===== src/rtl/pda_pkg.sv =====
// Shared types and constants for the pushdown bracket matcher.
package pda_pkg;

  typedef enum logic {
    SCAN  = 1'b0,
    DRAIN = 1'b1
  } pda_state_t;

  localparam logic [1:0] ERR_NONE     = 2'd0;
  localparam logic [1:0] ERR_MISMATCH = 2'd1;
  localparam logic [1:0] ERR_BOUND    = 2'd2;
  localparam logic [1:0] ERR_UNCLOSED = 2'd3;

  // String terminator value, widened to CHAR_W at the point of use.
  localparam int unsigned TERM_VALUE = 0;

endpackage


===== src/rtl/pda_stack.sv =====
// Parametrised LIFO of pair indices with a synchronous clear.
module pda_stack #(
  parameter int unsigned WIDTH = 2,
  parameter int unsigned DEPTH = 16
) (
  input  logic                       clock,
  input  logic                       reset,
  input  logic                       clear,
  input  logic                       push,
  input  logic                       pop,
  input  logic [WIDTH-1:0]           push_data,
  output logic [WIDTH-1:0]           top,
  output logic                       empty,
  output logic                       full,
  output logic [$clog2(DEPTH+1)-1:0] count
);

  localparam int unsigned AW = $clog2(DEPTH);
  localparam int unsigned CW = $clog2(DEPTH+1);

  logic [WIDTH-1:0] mem [DEPTH];
  logic [CW-1:0]    last;

  assign empty = (count == '0);
  assign full  = (count == CW'(DEPTH));
  assign last  = count - CW'(1);
  assign top   = empty ? '0 : mem[last[AW-1:0]];

  // Occupancy: clear beats push, push beats pop; pushes when full and pops when empty are dropped.
  always_ff @(posedge clock or negedge reset) begin
    if (!reset) begin
      count <= '0;
    end else if (clear) begin
      count <= '0;
    end else if (push && !full) begin
      count <= count + CW'(1);
    end else if (pop && !empty) begin
      count <= count - CW'(1);
    end
  end

  // Entry storage: write the slot just above the current top.
  always_ff @(posedge clock) begin
    if (!clear && push && !full) begin
      mem[count[AW-1:0]] <= push_data;
    end
  end

endmodule


===== src/rtl/pda_bracket_matcher.sv =====
// Checks nesting/balance of NUM_PAIRS delimiter kinds over a character stream.
module pda_bracket_matcher
  import pda_pkg::*;
#(
  parameter int unsigned CHAR_W    = 8,
  parameter int unsigned NUM_PAIRS = 3,
  parameter int unsigned DEPTH     = 16
) (
  input  logic                          clock,
  input  logic                          reset,
  input  logic                          in_valid,
  input  logic [CHAR_W-1:0]             in_char,
  input  logic [NUM_PAIRS*CHAR_W-1:0]   open_terms,
  input  logic [NUM_PAIRS*CHAR_W-1:0]   close_terms,
  output logic                          done,
  output logic                          matched,
  output logic [1:0]                    err_code,
  output logic [$clog2(DEPTH+1)-1:0]    depth
);

  localparam int unsigned PW = (NUM_PAIRS > 1) ? $clog2(NUM_PAIRS) : 1;

  pda_state_t state, state_next;

  logic          open_hit, close_hit, is_term;
  logic [PW-1:0] open_idx, close_idx;
  logic [PW-1:0] stk_top;
  logic          stk_empty, stk_full;
  logic          stk_push, stk_pop, stk_clear;
  logic [1:0]    err_hold, err_hold_next;
  logic          done_next, matched_next;
  logic [1:0]    err_next;

  pda_stack #(
    .WIDTH (PW),
    .DEPTH (DEPTH)
  ) u_stack (
    .clock     (clock),
    .reset     (reset),
    .clear     (stk_clear),
    .push      (stk_push),
    .pop       (stk_pop),
    .push_data (open_idx),
    .top       (stk_top),
    .empty     (stk_empty),
    .full      (stk_full),
    .count     (depth)
  );

  // Per-pair comparators with lowest-index-wins priority encoding.
  always_comb begin
    is_term   = (in_char == CHAR_W'(TERM_VALUE));
    open_hit  = 1'b0;
    open_idx  = '0;
    close_hit = 1'b0;
    close_idx = '0;
    for (int unsigned i = 0; i < NUM_PAIRS; i++) begin
      if (!open_hit && open_terms[i*CHAR_W +: CHAR_W] == in_char) begin
        open_hit = 1'b1;
        open_idx = PW'(i);
      end
      if (!close_hit && close_terms[i*CHAR_W +: CHAR_W] == in_char) begin
        close_hit = 1'b1;
        close_idx = PW'(i);
      end
    end
  end

  // Next-state, stack control and verdict logic.
  always_comb begin
    state_next    = state;
    stk_push      = 1'b0;
    stk_pop       = 1'b0;
    stk_clear     = 1'b0;
    done_next     = 1'b0;
    matched_next  = matched;
    err_next      = err_code;
    err_hold_next = err_hold;
    if (in_valid) begin
      unique case (state)
        SCAN: begin
          if (is_term) begin
            done_next    = 1'b1;
            matched_next = stk_empty;
            err_next     = stk_empty ? ERR_NONE : ERR_UNCLOSED;
            stk_clear    = 1'b1;
          end else if (close_hit && !stk_empty && stk_top == close_idx) begin
            stk_pop = 1'b1;
          // A char that is also an opener falls through to the push branch
          // rather than erroring, so symmetric delimiters open on a non-matching top.
          end else if (close_hit && !open_hit) begin
            err_hold_next = stk_empty ? ERR_BOUND : ERR_MISMATCH;
            state_next    = DRAIN;
          end else if (open_hit) begin
            if (stk_full) begin
              err_hold_next = ERR_BOUND;
              state_next    = DRAIN;
            end else begin
              stk_push = 1'b1;
            end
          end
        end
        DRAIN: begin
          if (is_term) begin
            done_next    = 1'b1;
            matched_next = 1'b0;
            err_next     = err_hold;
            stk_clear    = 1'b1;
            state_next   = SCAN;
          end
        end
        default: state_next = SCAN;
      endcase
    end
  end

  // State, latched error cause and registered verdict.
  always_ff @(posedge clock or negedge reset) begin
    if (!reset) begin
      state    <= SCAN;
      err_hold <= ERR_NONE;
      done     <= 1'b0;
      matched  <= 1'b0;
      err_code <= ERR_NONE;
    end else begin
      state    <= state_next;
      err_hold <= err_hold_next;
      done     <= done_next;
      matched  <= matched_next;
      err_code <= err_next;
    end
  end

endmodule

===== config.mk =====
export PLATFORM = sky130hd
export DESIGN_NAME = pda_bracket_matcher
export DESIGN_NICKNAME = d
export VERILOG_FILES = /design/src/rtl/pda_pkg.sv /design/src/rtl/pda_stack.sv /design/src/rtl/pda_bracket_matcher.sv
export SDC_FILE = /design/constraint.sdc
export NUM_CORES = 1
export LEC_CHECK = 0
export BUFFER_PORTS_ARGS = -buffer_cell sky130_fd_sc_hd__buf_2
export CAP_MARGIN = 30
export CORE_ASPECT_RATIO = 1.5
export CORE_MARGIN = 3
export CORE_UTILIZATION = 54
export CTS_BUF_LIST = sky130_fd_sc_hd__clkbuf_16
export DETAILED_ROUTE_END_ITERATION = 8
export PLACE_DENSITY = 0.8
export SLEW_MARGIN = 20
export SYNTH_ARGS = -nofsm -noshare
export SYNTH_HDL_FRONTEND = slang
export SYNTH_SLANG_ARGS = --single-unit
export TNS_END_PERCENT = 5

===== constraint.sdc =====
create_clock -name clock -period 4.69 [get_ports clock]
set_clock_uncertainty 0.05 [all_clocks]
set_input_delay 0.938 -clock clock [delete_from_list [all_inputs] [get_ports clock]]
set_output_delay 0.938 -clock clock [all_outputs]
set_load 0.01 [all_outputs]

==> results of run 1 <==
worst min-delay path: stages, from the launching register on:
cell     delay, ps
dfrtp_1        340
nand2_1         50
nand2_1         60
area by class of cell:
cell class,instances,share of cell area
Clock buffer,6,0.04443
Multi-Input combinational cell,194,0.4409
Clock inverter,2,0.002221
Inverter,8,0.008886
Sequential cell,44,0.3732
Timing Repair Buffer,70,0.1059
Tap cell,66,0.02444
flip-flops by register name (all words and copies together) (netlist names):
| register | count |
|---|---|
| state | 1 |
| u_stack.mem | 32 |
| err_code | 2 |
| err_hold | 2 |
| done | 1 |
| u_stack.count | 5 |
| matched | 1 |
through the flow:
step | cells | power (uW)
after floorplan | 259 | 844.4
after global placement | 380 | 956.8
after detailed placement | 380 | 968.6
after CTS | 388 | 1328
after global routing | 390 | 1387
final | 390 | 1322
power by group:
group / total [uW] / internal [uW] / switching [uW]
clock network: 357 / 226 / 132
registers: 463 / 436 / 26.8
logic: 502 / 236 / 266
total: 1320 / 898 / 425
logic make-up (layout without fill, tap and decap cells):
kind of cell | Yosys count | after routing | synth area share
AO/OA/AOI/OAI | 37 | 37 | 0.1096
XOR/XNOR | 49 | 49 | 0.1510
adder cells (fa/ha/maj) | 5 | 5 | 0.02202
buffers and inverters | 21 | 86 | 0.03171
flip-flops | 44 | 44 | 0.4439
multiplexers | 18 | 18 | 0.09511
AND/OR/NAND/NOR | 85 | 85 | 0.1466
layout by cell type (no fill, tap or decap), types with 2 or more instances in the layout:
cell type  instances
edfxtp_1          32
mux2_2             3
a31oi_1            3
nand4_1            5
o21ai_0            3
nor4_1             9
buf_2             67
nor2b_1            2
xor2_1            33
mux2i_1            9
a211oi_1           2
a31o_2             2
nand2b_1           2
nand3_1           11
ha_1               5
clkbuf_16          6
nor2_1            24
xnor2_1           16
o21a_1             2
mux4_1             3
mux4_2             3
nor3_1             6
buf_4              3
or4_1              2
a21oi_1            4
dfrtp_1           12
a21o_1             4
o211ai_1           2
nand2_1           18
inv_1              9
and3_1             2
routing by layer:
| layer | vias to the layer above | routed length (um) | part of all wire | track usage |
|---|---|---|---|---|
| met5 | - | 0 | 0 | 0 |
| met4 | 0 | 154 | 0.024 | 0.06401 |
| met3 | 15 | 300 | 0.047 | 0.02738 |
| met2 | 83 | 3575 | 0.56 | 0.4193 |
| met1 | 1072 | 2377 | 0.37 | 0.2325 |
| li1 | 1080 | - | - | - |
how the worst min path moves through the flow:
stage,start,end,cells past startpoint
CTS,matched,matched,2
detailed placement,matched,matched,2
global route,matched,matched,2
finish,matched,matched,2
floorplan,err_hold[0],err_hold[0],1
global placement,matched,matched,2
==> flow_summary.toml, run 1 <==
[status]
status = "complete, no violations"

[worst_setup_path]
cp.required_ps = 4600
worst_path_max_delay_cell = "mux4_2"
cp-endpoint = "u_stack.mem[3][0]"
critical_path.max_fanout = 7
crit_path_end_kind = "flop"
path_cells = "inv_1 > ha_1 > xor2_1 > mux4_2 > nor2b_1 > o211ai_1 > a211oi_2 > a31oi_1 > nand3_1 > nor3_1"
worstPathArrival_ps = 3850
reg2reg_to = "u_stack.mem[3][0]"
r2r-start = "u_stack.count[1]"
critical_path_buf_inv_count = 1
slowest_delay_ps = 580
cp_top_family = "compound AO/OA/AOI/OAI gates"
crit_type = "reg2reg"
crit_path_start = "u_stack.count[1]"
worstSetupStartpointType = "flop"
rrSetupSlack_ps = 750
cp_num_cells = 10
rr_worst_depth = 10

[routing]
remaining_drc_errors = 0
num_vias = 2250
drt_pre_antenna_iters = 4
routed_wl_um = 6407
wl_per_cell_um = 16.43
drtAntennaViolNets = 0
drtIter0Drc = 82
viasPerCell = 5.769

[global_routing]
grt_max_degree = 20
track_usage = 0.2138
grt_pass1_wl_um = 10140
grt_pass1_vias = 2180
grt_overflow = 0
antenna_found_initial = 0

[finish]
drive_gt1_frac = 0.2840
insertedDiodeCount = 0
final_core_util = 0.6807
nNetsFinal = 387
fin_area_mm2 = 0.003379
regArea_mm2 = 0.001261
area_growth_pct = 18.93
fillers = 434
multiInputGateArea_mm2 = 0.001490

[timing]
worst-slew-pin-transition_ps = 597.3
relSlewSlack = 0.6003
fin_crit_sh = 0.8409
fin_crit_ps = 3944
timing.fmax_ghz = 0.2536
hold_ws_ps = 422.7
hold_viol_final = 0
grt_setup_unrepaired = "false"
setup_ws_ps = 746.3
drv_slew = 0
setup_viol = 0
fin_setup_tns_ps = 0

[die]
coreArea_mm2 = 0.004965
die_h_um = 94.84
dieArea_mm2 = 0.006186
io_pins = 68
start_util = 0.5723
rows = 31
die-width_um = 65.23

[synth]
synth-main-ff-cell = "edfxtp_1"
yosysMostFrequentCell = "xor2_1"
syn-cell-area_mm2 = 0.002841
async_flop_share = 0.2727
yosysTopAreaCellShare = 0.3382
synth_area_leader_cell = "edfxtp_1"
synth_edf_count = 32
ys_ff_latch = 44
synth_warnings = 0
yosysUniqueCellTypes = 52
netlist_top_cells_area = "edfxtp_1 34%, dfrtp_1 11%, xor2_1 10%"
synthTopCellsByCount = "33 x xor2_1, 32 x edfxtp_1, 24 x nor2_1"
syn-num-nets = 323
synth_cells = 259
synth.yosys.seq_area_share = 0.4439
syn_avg_cell_area_um2 = 10.97

[clock_network]
htree_levels = 2
clock_path_buffers = 2
cts_buffers = 5
post_cts_buffers = 0
tritoncts = "built"
cts.sinks = 44
cts.repair.resized = 0
clock_latency_ps = 280
root_buffer = "clkbuf_16"
path_clk_slew_ps = 60
hold_buffers = 0

[placement]
dpl.hpwl_um = 5051
io_buffers = 67
postPlaceCellArea_mm2 = 0.003207
dp_slack_ps = 863.5
place.gp.congestion = 0.8646

[power_and_ir_drop]
power_leakage_uw = 0.001396
power.density_mw_per_mm2 = 391.3
max-vdd-ir-drop_uv = 217.3

[run]
maxCapViolations = 0

[min_path]
hold_class = "reg2reg"
Power figures use the tool's default switching activity.
==> run 2, diff against run 1 <==
--- a/config.mk
+++ b/config.mk
@@ -9,10 +9,10 @@
 export CAP_MARGIN = 30
 export CORE_ASPECT_RATIO = 1.5
 export CORE_MARGIN = 3
-export CORE_UTILIZATION = 54
+export CORE_UTILIZATION = 49
 export CTS_BUF_LIST = sky130_fd_sc_hd__clkbuf_16
 export DETAILED_ROUTE_END_ITERATION = 8
-export PLACE_DENSITY = 0.8
+export PLACE_DENSITY = 0.77
 export SLEW_MARGIN = 20
 export SYNTH_ARGS = -nofsm -noshare
 export SYNTH_HDL_FRONTEND = slang
==> constraint.sdc (replaced) <==
create_clock -name clock -period 3.4 [get_ports clock]
set_clock_uncertainty 0.05 [all_clocks]
set_input_delay 0.68 -clock clock [delete_from_list [all_inputs] [get_ports clock]]
set_output_delay 0.68 -clock clock [all_outputs]
set_load 0.01 [all_outputs]
==> run 2 against run 1 <==
Net effect:
- first-iteration DRC count down 6.1%
- combinational power up 75%
- count of clock-buffer cells in the layout down 1
- setup slack worse by 660 ps
- flip-flop and latch count unchanged
- utilization down 3.1 points
- sequential share of layout area down 2.2 points
- critical path type unchanged
- highest routed layer unchanged
==> flow_summary.toml, run 2 (same netlist as run 1, synthesis figures left out) <==
[clock_network]
post_cts_buffers = 0
htree_levels = 2
cts.sinks = 44
cts_buffers = 5
tritoncts = "built"
hold_buffers = 0
clock_latency_ps = 280
clock_path_buffers = 2
path_clk_slew_ps = 60
root_buffer = "clkbuf_16"
cts.repair.resized = 0

[finish]
regArea_mm2 = 0.001262
largest_register_ff_count = 32
drive_gt1_frac = 0.3491
final_cell_mix = "67 x buf_2, 32 x xor2_1, 32 x edfxtp_1, 24 x nor2_1, 18 x nand2_1"
final_core_util = 0.6499
fin_area_mm2 = 0.003596
area_growth_pct = 26.55
nNetsFinal = 401
multiInputGateArea_mm2 = 0.001568
fillers = 430
insertedDiodeCount = 0
final_common_cell = "buf_2"

[routing]
remaining_drc_errors = 0
viasPerCell = 5.711
routed_wl_um = 6873
wl_per_cell_um = 16.85
drtIter0Drc = 77
num_vias = 2330
drt_pre_antenna_iters = 4
drtAntennaViolNets = 0

[worst_setup_path]
slowest_delay_ps = 560
critical_path.max_fanout = 8
worstSetupStartpointType = "flop"
rrSetupSlack_ps = 90
path_cells = "buf_12 > mux4_1 > mux4_2 > or4_4 > a211oi_4 > nor2_1 > nand2_1 > nor2_1"
worst_path_max_delay_cell = "mux4_1"
cpMostUsedCell = "nor2_1"
cp.required_ps = 3380
worstPathArrival_ps = 3290
crit_path_end_kind = "flop"
crit_type = "reg2reg"

[timing]
setup_viol = 0
hold_viol_final = 0
relSlewSlack = 0.7099
fin_crit_ps = 3310
drv_slew = 0
setup_ws_ps = 90.49
grt_setup_unrepaired = "true"
worst-slew-pin-transition_ps = 431.2
fin_crit_sh = 0.9734
timing.fmax_ghz = 0.3022

[run]
maxCapViolations = 0

[die]
die-width_um = 68.18
io_pins = 68
start_util = 0.5136
rows = 33
coreArea_mm2 = 0.005533
die_h_um = 99.27
dieArea_mm2 = 0.006767

[power_and_ir_drop]
power_leakage_uw = 0.001471
max-vdd-ir-drop_uv = 311.5
power.density_mw_per_mm2 = 573.1
finalPower_uw = 2061

[placement]
postPlaceCellArea_mm2 = 0.003407
io_buffers = 67
dp_slack_ps = 51.05
dpl.hpwl_um = 5475
place.gp.congestion = 0.9024

[global_routing]
grt_overflow = 0
grt_pass1_vias = 2420
track_usage = 0.2220
antenna_found_initial = 0
grt_max_degree = 17
grt_pass1_wl_um = 11390

[min_path]
hold_class = "in2async"

[status]
status = "complete, no violations"
## run 2: changes by cell type in the layout (fill, tap and decap cells not counted), sizes merged
cell,previous run,this run
clkinv,0,2
inv,10,8
bufinv,0,1
clkbuf,6,5
buf,70,84
## run 2: metrics by stage
step | hold slack, ps | cells | setup TNS [ps]
2_1_floorplan | 334.4 | 259 | -189.6
3_3_place_gp | 404.2 | 400 | 0
3_5_place_dp | 409.7 | 400 | 0
4_1_cts | 223.3 | 408 | 0
5_1_grt | 228.0 | 408 | -125.4
6_report | 218.4 | 408 | 0
## run 2: metal layers
layer / GRT usage / wire length, um
met5: 0 / 0
met4: 0.09801 / 212
met3: 0.03051 / 388
met1: 0.2489 / 2442
met2: 0.4012 / 3830
## run 2: where the power goes
part	switching (uW)	leakage (uW)	internal, uW
registers	40.2	0.000443	602
logic	419	0.000947	457
clock network	197	0.0000814	345
## run 2: path summary, 6_finish.rpt
| check | to | cells past startpoint | startpoint |
|---|---|---|---|
| max | u_stack.mem[10][1] | 8 | u_stack.count[0] |
| min | matched | 1 | reset |
| max reg2reg | u_stack.mem[10][1] | 8 | u_stack.count[0] |
| min reg2reg | matched | 2 | matched |
| max in group asynchronous | u_stack.count[0] | 1 | reset |
| min in group clock | matched | 2 | matched |
## run 2: critical path, delay by kind of cell (launching register included)
family | cells | cell delay [ps]
multiplexers | 2 | 1060
AND/OR/NAND/NOR | 4 | 1060
flip-flops | 1 | 450
AO/OA/AOI/OAI | 1 | 280
buffers and inverters | 1 | 160
## run 2: layout make-up
class / count / area share
well taps: 70 / 0.02436
inverters: 8 / 0.009743
flip-flops and latches: 44 / 0.3511
multi-input cells: 194 / 0.4360
clock inverters: 3 / 0.01183
repair buffers: 84 / 0.1322
clock buffers: 5 / 0.03479
